$ cat config.mk
export PLATFORM = sky130hd
export DESIGN_NAME = lsq_unit_flat
export DESIGN_NICKNAME = d
export VERILOG_FILES = /design/src/rtl/lsq_unit_if.sv /design/src/rtl/lsq_unit.sv /design/src/flat_wrapper.sv
export SDC_FILE = /design/constraint.sdc
export NUM_CORES = 2
export LEC_CHECK = 0
export ABC_AREA = 1
export BUFFER_PORTS_ARGS = -buffer_cell sky130_fd_sc_hd__buf_2
export CORE_AREA = 8 8 520 522
export CTS_CLUSTER_DIAMETER = 30
export CTS_CLUSTER_SIZE = 14
export DETAILED_ROUTE_END_ITERATION = 8
export DIE_AREA = 0 0 528 530
export PLACE_DENSITY_LB_ADDON = 0.12
export SLEW_MARGIN = 20
export SYNTH_ARGS = -nofsm -noshare
export SYNTH_HDL_FRONTEND = slang
export SYNTH_SLANG_ARGS = --single-unit
export TNS_END_PERCENT = 100
$ cat constraint.sdc
create_clock -name clk -period 37.9 [get_ports clk]
set_input_delay 3.79 -clock clk [delete_from_list [all_inputs] [get_ports clk]]
set_output_delay 3.79 -clock clk [all_outputs]
set_load 0.005 [all_outputs]
$ cat src/rtl/lsq_unit_if.sv
// Shared entry types and the data-memory store-write channel used by lsq_unit.
// The package lives here so the interface and the queue see one definition of the payload types.
package lsq_pkg;
  localparam int LSQ_SIZE = 8;

  typedef logic [31:0] address_t;
  typedef logic [31:0] memory_word_t;

  typedef struct packed {
    logic [31:0]  tag;
    address_t     address;
    memory_word_t value;
    logic [31:0]  color;
    logic         ready;
    logic         store;
    logic         valid;
  } lsq_entry_t;
endpackage

interface lsq_unit_if;
  logic                  mem_wr_valid;
  lsq_pkg::address_t     mem_wr_addr;
  lsq_pkg::memory_word_t mem_wr_data;
  logic                  mem_wr_ready;

  modport master (output mem_wr_valid, output mem_wr_addr, output mem_wr_data, input mem_wr_ready);
  modport slave  (input mem_wr_valid, input mem_wr_addr, input mem_wr_data, output mem_wr_ready);
endinterface

$ cat src/rtl/lsq_unit.sv
// Load/store queue: in-order allocation at dispatch, memory-stage address/value updates,
// and in-order retirement with committed stores written out over a valid/ready channel.
module lsq_unit
  import lsq_pkg::*;
#(
  parameter int DEPTH = LSQ_SIZE,
  parameter int PTR_W = $clog2(DEPTH)
) (
  input  logic             clk,
  input  logic             reset,
  input  logic             alloc_valid,
  input  logic [31:0]      alloc_tag,
  input  logic             alloc_store,
  output logic             alloc_ready,
  input  logic [31:0]      upd_ptr,
  input  lsq_entry_t       upd_entry,
  input  logic             commit_valid,
  input  logic [31:0]      commit_tag,
  output logic             commit_ready,
  lsq_unit_if.master       mem,
  input  logic             flush,
  output lsq_entry_t       lsq [DEPTH],
  output logic [PTR_W-1:0] lsq_head,
  output logic [PTR_W-1:0] lsq_tail,
  output logic [PTR_W:0]   count
);

  typedef enum logic {IDLE, ST_REQ} state_e;

  localparam lsq_entry_t EMPTY_ENTRY = '{tag: '1, default: '0};

  lsq_entry_t       lsq_q [DEPTH];
  lsq_entry_t       lsq_d [DEPTH];
  logic [PTR_W-1:0] head_q, head_d, tail_q, tail_d;
  logic [PTR_W:0]   count_q, count_d;
  logic [31:0]      color_q, color_d;
  state_e           state_q, state_d;
  logic             wr_valid_q, wr_valid_d;
  address_t         wr_addr_q, wr_addr_d;
  memory_word_t     wr_data_q, wr_data_d;
  logic             wr_orphan_q, wr_orphan_d;

  lsq_entry_t       head_e;
  logic             full, alloc_fire, pop, upd_hit;
  logic [PTR_W-1:0] upd_idx;
  logic             unused_upd;

  assign unused_upd = ^{upd_entry.tag, upd_entry.color, upd_entry.ready,
                        upd_entry.store, upd_entry.valid};

  always_comb begin
    state_d     = state_q;
    wr_valid_d  = wr_valid_q;
    wr_addr_d   = wr_addr_q;
    wr_data_d   = wr_data_q;
    wr_orphan_d = wr_orphan_q;
    head_d      = head_q;
    tail_d      = tail_q;
    count_d     = count_q;
    color_d     = color_q;
    lsq_d       = lsq_q;
    pop         = 1'b0;

    head_e       = lsq_q[head_q];
    full         = (count_q == (PTR_W+1)'(DEPTH));
    alloc_ready  = !full;
    alloc_fire   = alloc_valid && !full && !flush;
    commit_ready = (state_q == IDLE) && (count_q != '0) && (head_e.tag == commit_tag) &&
                   (head_e.store || head_e.ready);
    upd_idx      = PTR_W'(upd_ptr - 32'd1);
    upd_hit      = (upd_ptr != '0) && (upd_ptr <= 32'(DEPTH)) && lsq_q[upd_idx].valid;

    unique case (state_q)
      IDLE: begin
        if (commit_valid && commit_ready) begin
          if (!head_e.store) begin
            pop = 1'b1;
          end else if (head_e.ready || !flush) begin
            // A store committed in a flush cycle keeps its write; it just must not pop afterwards.
            state_d     = ST_REQ;
            wr_valid_d  = head_e.ready;
            wr_addr_d   = head_e.address;
            wr_data_d   = head_e.value;
            wr_orphan_d = flush;
          end
        end
      end
      ST_REQ: begin
        if (wr_valid_q) begin
          if (mem.mem_wr_ready) begin
            wr_valid_d  = 1'b0;
            wr_orphan_d = 1'b0;
            state_d     = IDLE;
            pop         = !wr_orphan_q && !flush;
          end else if (flush) begin
            wr_orphan_d = 1'b1;
          end
        end else if (flush || !head_e.valid) begin
          state_d = IDLE;
        end else if (head_e.ready) begin
          wr_valid_d = 1'b1;
          wr_addr_d  = head_e.address;
          wr_data_d  = head_e.value;
        end
      end
      default: state_d = IDLE;
    endcase

    if (flush) begin
      for (int unsigned i = 0; i < DEPTH; i++) lsq_d[i].valid = 1'b0;
      head_d  = '0;
      tail_d  = '0;
      count_d = '0;
    end else begin
      if (upd_hit) begin
        lsq_d[upd_idx].address = upd_entry.address;
        lsq_d[upd_idx].value   = upd_entry.value;
        lsq_d[upd_idx].ready   = 1'b1;
      end
      if (alloc_fire) begin
        lsq_d[tail_q] = '{tag: alloc_tag, address: '0, value: '0, color: color_q,
                          ready: 1'b0, store: alloc_store, valid: 1'b1};
        tail_d  = tail_q + 1'b1;
        color_d = color_q + 32'd1;
      end
      // Pop is applied last so it overrides a same-cycle update of the head slot.
      if (pop) begin
        lsq_d[head_q] = EMPTY_ENTRY;
        head_d        = head_q + 1'b1;
      end
      count_d = count_q + (PTR_W+1)'(alloc_fire) - (PTR_W+1)'(pop);
    end
  end

  always_ff @(posedge clk or posedge reset) begin
    if (reset) begin
      for (int unsigned i = 0; i < DEPTH; i++) lsq_q[i] <= EMPTY_ENTRY;
      head_q      <= '0;
      tail_q      <= '0;
      count_q     <= '0;
      color_q     <= '0;
      state_q     <= IDLE;
      wr_valid_q  <= 1'b0;
      wr_addr_q   <= '0;
      wr_data_q   <= '0;
      wr_orphan_q <= 1'b0;
    end else begin
      lsq_q       <= lsq_d;
      head_q      <= head_d;
      tail_q      <= tail_d;
      count_q     <= count_d;
      color_q     <= color_d;
      state_q     <= state_d;
      wr_valid_q  <= wr_valid_d;
      wr_addr_q   <= wr_addr_d;
      wr_data_q   <= wr_data_d;
      wr_orphan_q <= wr_orphan_d;
    end
  end

  assign lsq              = lsq_q;
  assign lsq_head         = head_q;
  assign lsq_tail         = tail_q;
  assign count            = count_q;
  assign mem.mem_wr_valid = wr_valid_q;
  assign mem.mem_wr_addr  = wr_addr_q;
  assign mem.mem_wr_data  = wr_data_q;

endmodule
$ cat src/flat_wrapper.sv
// flat-port wrapper written by rule: the top's interface ports become plain ports
module lsq_unit_flat import lsq_pkg::*;
#(
  parameter int DEPTH = LSQ_SIZE,
  parameter int PTR_W = $clog2(DEPTH)
)
  (clk, reset, alloc_valid, alloc_tag, alloc_store, alloc_ready, upd_ptr, upd_entry, commit_valid, commit_tag, commit_ready, flush, lsq, lsq_head, lsq_tail, count, mem_mem_wr_valid, mem_mem_wr_addr, mem_mem_wr_data, mem_mem_wr_ready);
  lsq_unit_if mem_i ();
  input  logic clk;
  input  logic reset;
  input  logic alloc_valid;
  input  logic [31:0] alloc_tag;
  input  logic alloc_store;
  output logic alloc_ready;
  input  logic [31:0] upd_ptr;
  input  lsq_entry_t upd_entry;
  input  logic commit_valid;
  input  logic [31:0] commit_tag;
  output logic commit_ready;
  input  logic flush;
  output lsq_entry_t lsq[DEPTH];
  output logic [PTR_W-1:0] lsq_head;
  output logic [PTR_W-1:0] lsq_tail;
  output logic [PTR_W:0] count;
  output wire logic [$bits(mem_i.mem_wr_valid)-1:0] mem_mem_wr_valid;
  output wire logic [$bits(mem_i.mem_wr_addr)-1:0] mem_mem_wr_addr;
  output wire logic [$bits(mem_i.mem_wr_data)-1:0] mem_mem_wr_data;
  input wire logic [$bits(mem_i.mem_wr_ready)-1:0] mem_mem_wr_ready;
  assign mem_mem_wr_valid = mem_i.mem_wr_valid;
  assign mem_mem_wr_addr = mem_i.mem_wr_addr;
  assign mem_mem_wr_data = mem_i.mem_wr_data;
  assign mem_i.mem_wr_ready = mem_mem_wr_ready;
  lsq_unit #(.DEPTH(DEPTH), .PTR_W(PTR_W)) u_core (.clk(clk), .reset(reset), .alloc_valid(alloc_valid), .alloc_tag(alloc_tag), .alloc_store(alloc_store), .alloc_ready(alloc_ready), .upd_ptr(upd_ptr), .upd_entry(upd_entry), .commit_valid(commit_valid), .commit_tag(commit_tag), .commit_ready(commit_ready), .mem(mem_i), .flush(flush), .lsq(lsq), .lsq_head(lsq_head), .lsq_tail(lsq_tail), .count(count));
endmodule
Yosys cells after proc, flatten, opt, wreduce, memory -nomap -nowiden
Index checks and enable logic that the tools add are counted.
Operators by class
  add/sub/neg operators: 6
  multiply operators: 0
  divide/modulo/power cells: 0
  order comparisons: 7
  eq/ne operators: 10
  shift-type cells: 0
  multiplexer cells: 78
  bitwise operators: 8
  reduce and logical (&&, ||, !) cells: 27
Operators with widths (number)
  two-way mux 1048 bit: 5
  bitwise mux 1048 bit: 4
  demux 131 bit (select 3 bit): 5
  bitwise AND 792 bit: 1
  inverter 792 bit: 1
  binary-select mux 131 bit (select 3 bit): 2
  two-way mux 131 bit: 4
  two-way mux 32 bit: 12
  bitwise OR 256 bit: 1
  one-hot mux 32 bit (2 select lines): 2
  two-way mux 99 bit: 1
  two-way mux 67 bit: 1
  adder 32 x 1 -> 32 bit, second input constant: 1
  equality test 32 bit: 1
  <= comparator 32 x 4 -> 1 bit, second input constant: 1
  two-way mux 1 bit: 32
  nonzero test 32 bit: 1
  two-way mux 3 bit: 5
  greater-or-equal comparator 4 bit, second input constant: 3
  logical AND 1 bit: 12
  < comparator 4 x 1 -> 1 bit, second input constant: 3
  != test 2 bit, second input constant: 6
  inverter 3 -> 4 bit: 3
  one-hot mux 1 bit (2 select lines): 4
  17 further kinds: 25
Word-level totals
  flip-flop bits (word level): 1157
  latch bits: 0
  memory bits (writable): 0
  ROM bits: 0
  bits of input ports: 234
  logic and storage cells: 201
  memories kept: 0

Logic depth before layout (Yosys ltp)
  depth in word-level cells: 17
  gate-level depth with buffers: 29
  depth with buffers taken out: 23

Least setup slack after synthesis
Ideal clock, no wire load.
  path kind: input port to output port
  start point: input port commit_tag[17]
  end point: output port commit_ready
  arrival time: 4.377 ns
  slack: 29.733 ns
  stages: 7
  buffers on the path: 0
  cell sequence: o21bai_1 > nand2_1 > nor2_1 > nand2_1 > nor2_1 > nand3_1 > nor2_2
Between the ends
  cells in the longest elaborated chain, start to end: 3
Ends and longest elaborated chain
  start: declaration: RTL line flat_wrapper.sv:18  | input logic [31:0] commit_tag;
  equality test 32 bit: RTL line lsq_unit.sv:68  | commit_ready = (state_q == IDLE) && (count_q != '0) && (head_e.tag == commit_tag) &&
  logical AND 1 bit (2 in series): RTL line lsq_unit.sv:68
  end: declaration: RTL line flat_wrapper.sv:19  | output logic commit_ready;
Every way passes these cells.

Worst setup path in the final report
  start point: input port commit_tag[15]
  end point: output port commit_ready
The elaborated chain is that of the path after synthesis.

==> run summary <==
The wire length of the first global-routing pass came out at 594000 um. The final weighted congestion in routability-driven placement was 0.936. The run gives 0.0824 ns as the largest clock skew in the final design.

The worst setup path is captured at a primary output. The largest area contributor in the netlist was dfrtp_1. The tools report the I/O pin total as 1359. In the routed layout, each cell is associated on average with a via count of 5.11. In the synthesized netlist the async set-or-reset flop fraction comes to 100%. Ranked by total cell area, the synthesized netlist is headed by dfrtp_1 35%, nand2_1 23%, dfstp_2 10%. Number of DRC violations after detailed-routing iteration 0: 7422. The layout has 28100 filler cells.

The H-tree was split into 5 levels. The floorplan step defined a core boundary enclosing 262000 sq um. Once the floorplan was initialized, standard cells occupied 24.8% of the core. The logs give 69300 for the number of global-route vias before repair and 34.11 ns for the endpoint required time on the critical path. The number of distinct library cells after synthesis was 47; the share of post-route cells with drive strength above 1 was 24.7%. The post-detailed-route wirelength per cell is 30.5 um, and the shortest clock period the worst path allows after layout is 9.25 ns.

Number of enable flip-flop cells after synthesis: 0. The most common cell in the synthesized netlist is nand2_1. For this block, the routed nets add up to 438000 um of wire. In this run the horizontal extent of the chip is 528 um. Most used flip-flop cell after synthesis: dfrtp_1. The kind of path behind the tightest hold check was register to register.

Clock-pin slew was measured on the worst setup and hold paths at 0.04 ns. The mean instance size in the synthesized netlist was 6.97 sq um; the peak fanout along the critical path was 3. The worst hold path was traced through 2 stages. The logs give 48.3 nW for the reported leakage power and 13600 for the number of placed instances with taps included. The combined global-route utilization of all metal layers came out at 29.7%.

Critical path start-end classification: input port to primary output. Once detail routing completed, the nets flagged for antenna violations numbered 0. Setup violations remaining at the end of the flow were counted as 0. At the worst endpoint, the arrival time is 5.46 ns. The Yosys step of the flow raised 0 warnings. Number of violations of the max-capacitance limit: 0. The clock tree root driver cell is clkbuf_16.

The tools report the source-to-sink clock delay at the later pin of the worst-skew pair as 0.93 ns. The post-route clock period utilization was 24.4%; the total iterations of the first detailed-routing run was 6. When the netlist entered floorplanning its net count stood at 9565. For the total count of hold-check failures in the final report, the log shows 0. The tightest hold path in the finished design has a slack of 0.465 ns. For this run, the post-layout net count is 10700. Of the post-synthesis cell area, the dominant cell type holds 34.7%. The total DRC errors in the routed layout is 0. The run finished with clean final reports.

By count the netlist is led by 3937 x nand2_1, 901 x dfrtp_1, 648 x inv_1. Entering global routing, the biggest net connects 240 pins. In this run the core area contains 188 standard-cell rows. The number of CTS-inserted buffers is 412.

Post-CTS timing repair inserted 0 buffers for setup. Die footprint: 280000 sq um. The post-cts hold buffer count was 0; the sink count of the clock tree was 1157. Summed over all failing endpoints, the final setup total negative slack is 0 ns. The register bit total from synthesis was 1157.

The synthesized netlist occupies a cell area of 65000 sq um. Measured in cells, the most critical reg-to-reg path has a length of 24. After clock tree synthesis, the repair step resized 0 gates. The type of element launching the critical path is an input port.

The slew of the pin with the lowest slew margin was 1.37 ns. The number of antenna violations at the first check in global routing was 50. VDD sags by at most 0.0386 mV. The tools report the worst slew margin relative to its limit as 8.56%. TritonCTS built the clock tree. The post-synthesis instance total is 9320, and the worst-case clock buffer depth is 4. The register area share after synthesis was 45.1%. Dividing total power by cell area gives a power density of 65.9 nW/um^2.

Compared with the post-synthesis result, the final layout area differs by 36.8%. Timing would allow up to 0.108 GHz. The logs give 0 for the total count of max-transition violations in the final report and 292000 um for the half-perimeter wire length after detailed placement. Detailed routing inserted a total of 73500 vias. Setup repair after global routing left no endpoint under its margin. Summed over all layers, the global routing overflow is 0. The vertical die dimension works out to 530 um. Buffers placed on the I/O ports in this run total 1291.

For the non-filler instance count after layout, the log shows 14400.
[registers in the layout, indices dropped and copies added (netlist names)]
register and flops:
u_core.mem.mem_wr_data 32, u_core.wr_orphan_q 1, u_core.state_q 1, u_core.count 4, u_core.mem.mem_wr_valid 1, u_core.lsq 1048, u_core.color_q 32, u_core.lsq_tail 3
u_core.mem.mem_wr_addr 32, u_core.lsq_head 3
[layout make-up]
| class | instances | area, sq um | area share, % |
|---|---|---|---|
| Timing Repair Buffer | 1438 | 7650 | 8.60 |
| Clock inverter | 127 | 1760 | 1.98 |
| Tap cell | 3515 | 4400 | 4.95 |
| Multi-Input combinational cell | 6789 | 30600 | 34.4 |
| Antenna cell | 26 | 65.1 | 0.0732 |
| Clock buffer | 632 | 12500 | 14.1 |
| Sequential cell | 1157 | 29300 | 32.9 |
| Inverter | 690 | 2650 | 2.98 |
[routing by layer]
layer	vias up	track usage (%)	wire length, um
li1	32200	-	-
met1	36600	37.4	176000
met2	3869	45.9	193000
met3	805	9.80	45700
met4	34	14.0	23400
met5	-	0	226
[per-stage QoR]
step	cell area [sq um]	power, mW	setup slack [ns]	util (%)
after floorplan	65000	1.94	1.95	-
after global placement	74500	2.42	28.13	28.5
after detailed placement	74500	2.43	28.11	28.5
after CTS	88800	5.89	28.66	33.9
after global routing	88800	6.07	28.56	34.0
final	88900	5.85	28.65	34.0
[power by group]
| group | internal [mW] | switching, mW | total (mW) |
|---|---|---|---|
| Clock | 2.44 | 1.00 | 3.44 |
| Combinational | 0.278 | 0.582 | 0.860 |
| Sequential | 1.42 | 0.133 | 1.56 |
| Total | 4.14 | 1.72 | 5.85 |
[worst paths after layout]
| kind | start | end | slack (ns) |
|---|---|---|---|
| min | u_core.mem.mem_wr_data[15] | u_core.mem.mem_wr_data[15] | 0.46 |
| max | commit_tag[15] | commit_ready | 28.65 |
| min in group asynchronous | reset | u_core.lsq[755] | 3.31 |
| min reg2reg | u_core.mem.mem_wr_data[15] | u_core.mem.mem_wr_data[15] | 0.46 |
| max in group asynchronous | reset | u_core.lsq[878] | 29.35 |
| max reg2reg | u_core.lsq_head[0] | u_core.lsq[7] | 30.30 |
[cells in the final DEF, fill, tap and decap left out, types with 107 or more instances in the layout]
cell type / synthesis / routed
nand2_1: 3937 / 3927
buf_2: 119 / 1290
dfrtp_1: 901 / 899
inv_1: 648 / 634
o21ai_0: 551 / 551
nand3_1: 533 / 532
nor2_1: 493 / 470
clkbuf_16: 0 / 414
a21oi_1: 322 / 322
dfstp_2: 256 / 256
o22ai_1: 243 / 243
or2_2: 218 / 218
buf_4: 17 / 139
clkbuf_8: 0 / 132
nand3b_1: 107 / 107
[kinds of logic (layout without fill, tap and decap cells)]
kind of cell             count (synthesis)  count (layout)  synth area share, %
adder cells (fa/ha/maj)                 11              11                0.223
XOR/XNOR                                32              32                0.431
AO/OA/AOI/OAI                         1398            1398                 12.3
other                                    0              26                    0
flip-flops                            1157            1157                 45.1
buffers and inverters                 1374            2887                 8.37
AND/OR/NAND/NOR                       5348            5348                 33.6
[worst max-delay path: stages]
cell,delay [ns]
buf_2,0.10
o21bai_1,0.11
nand2_1,0.08
nor2_1,0.38
nand3_1,0.16
nor2_1,0.11
nand2_1,0.07
nor2_2,0.38
buf_2,0.27
(Power assumes the default switching activity.)
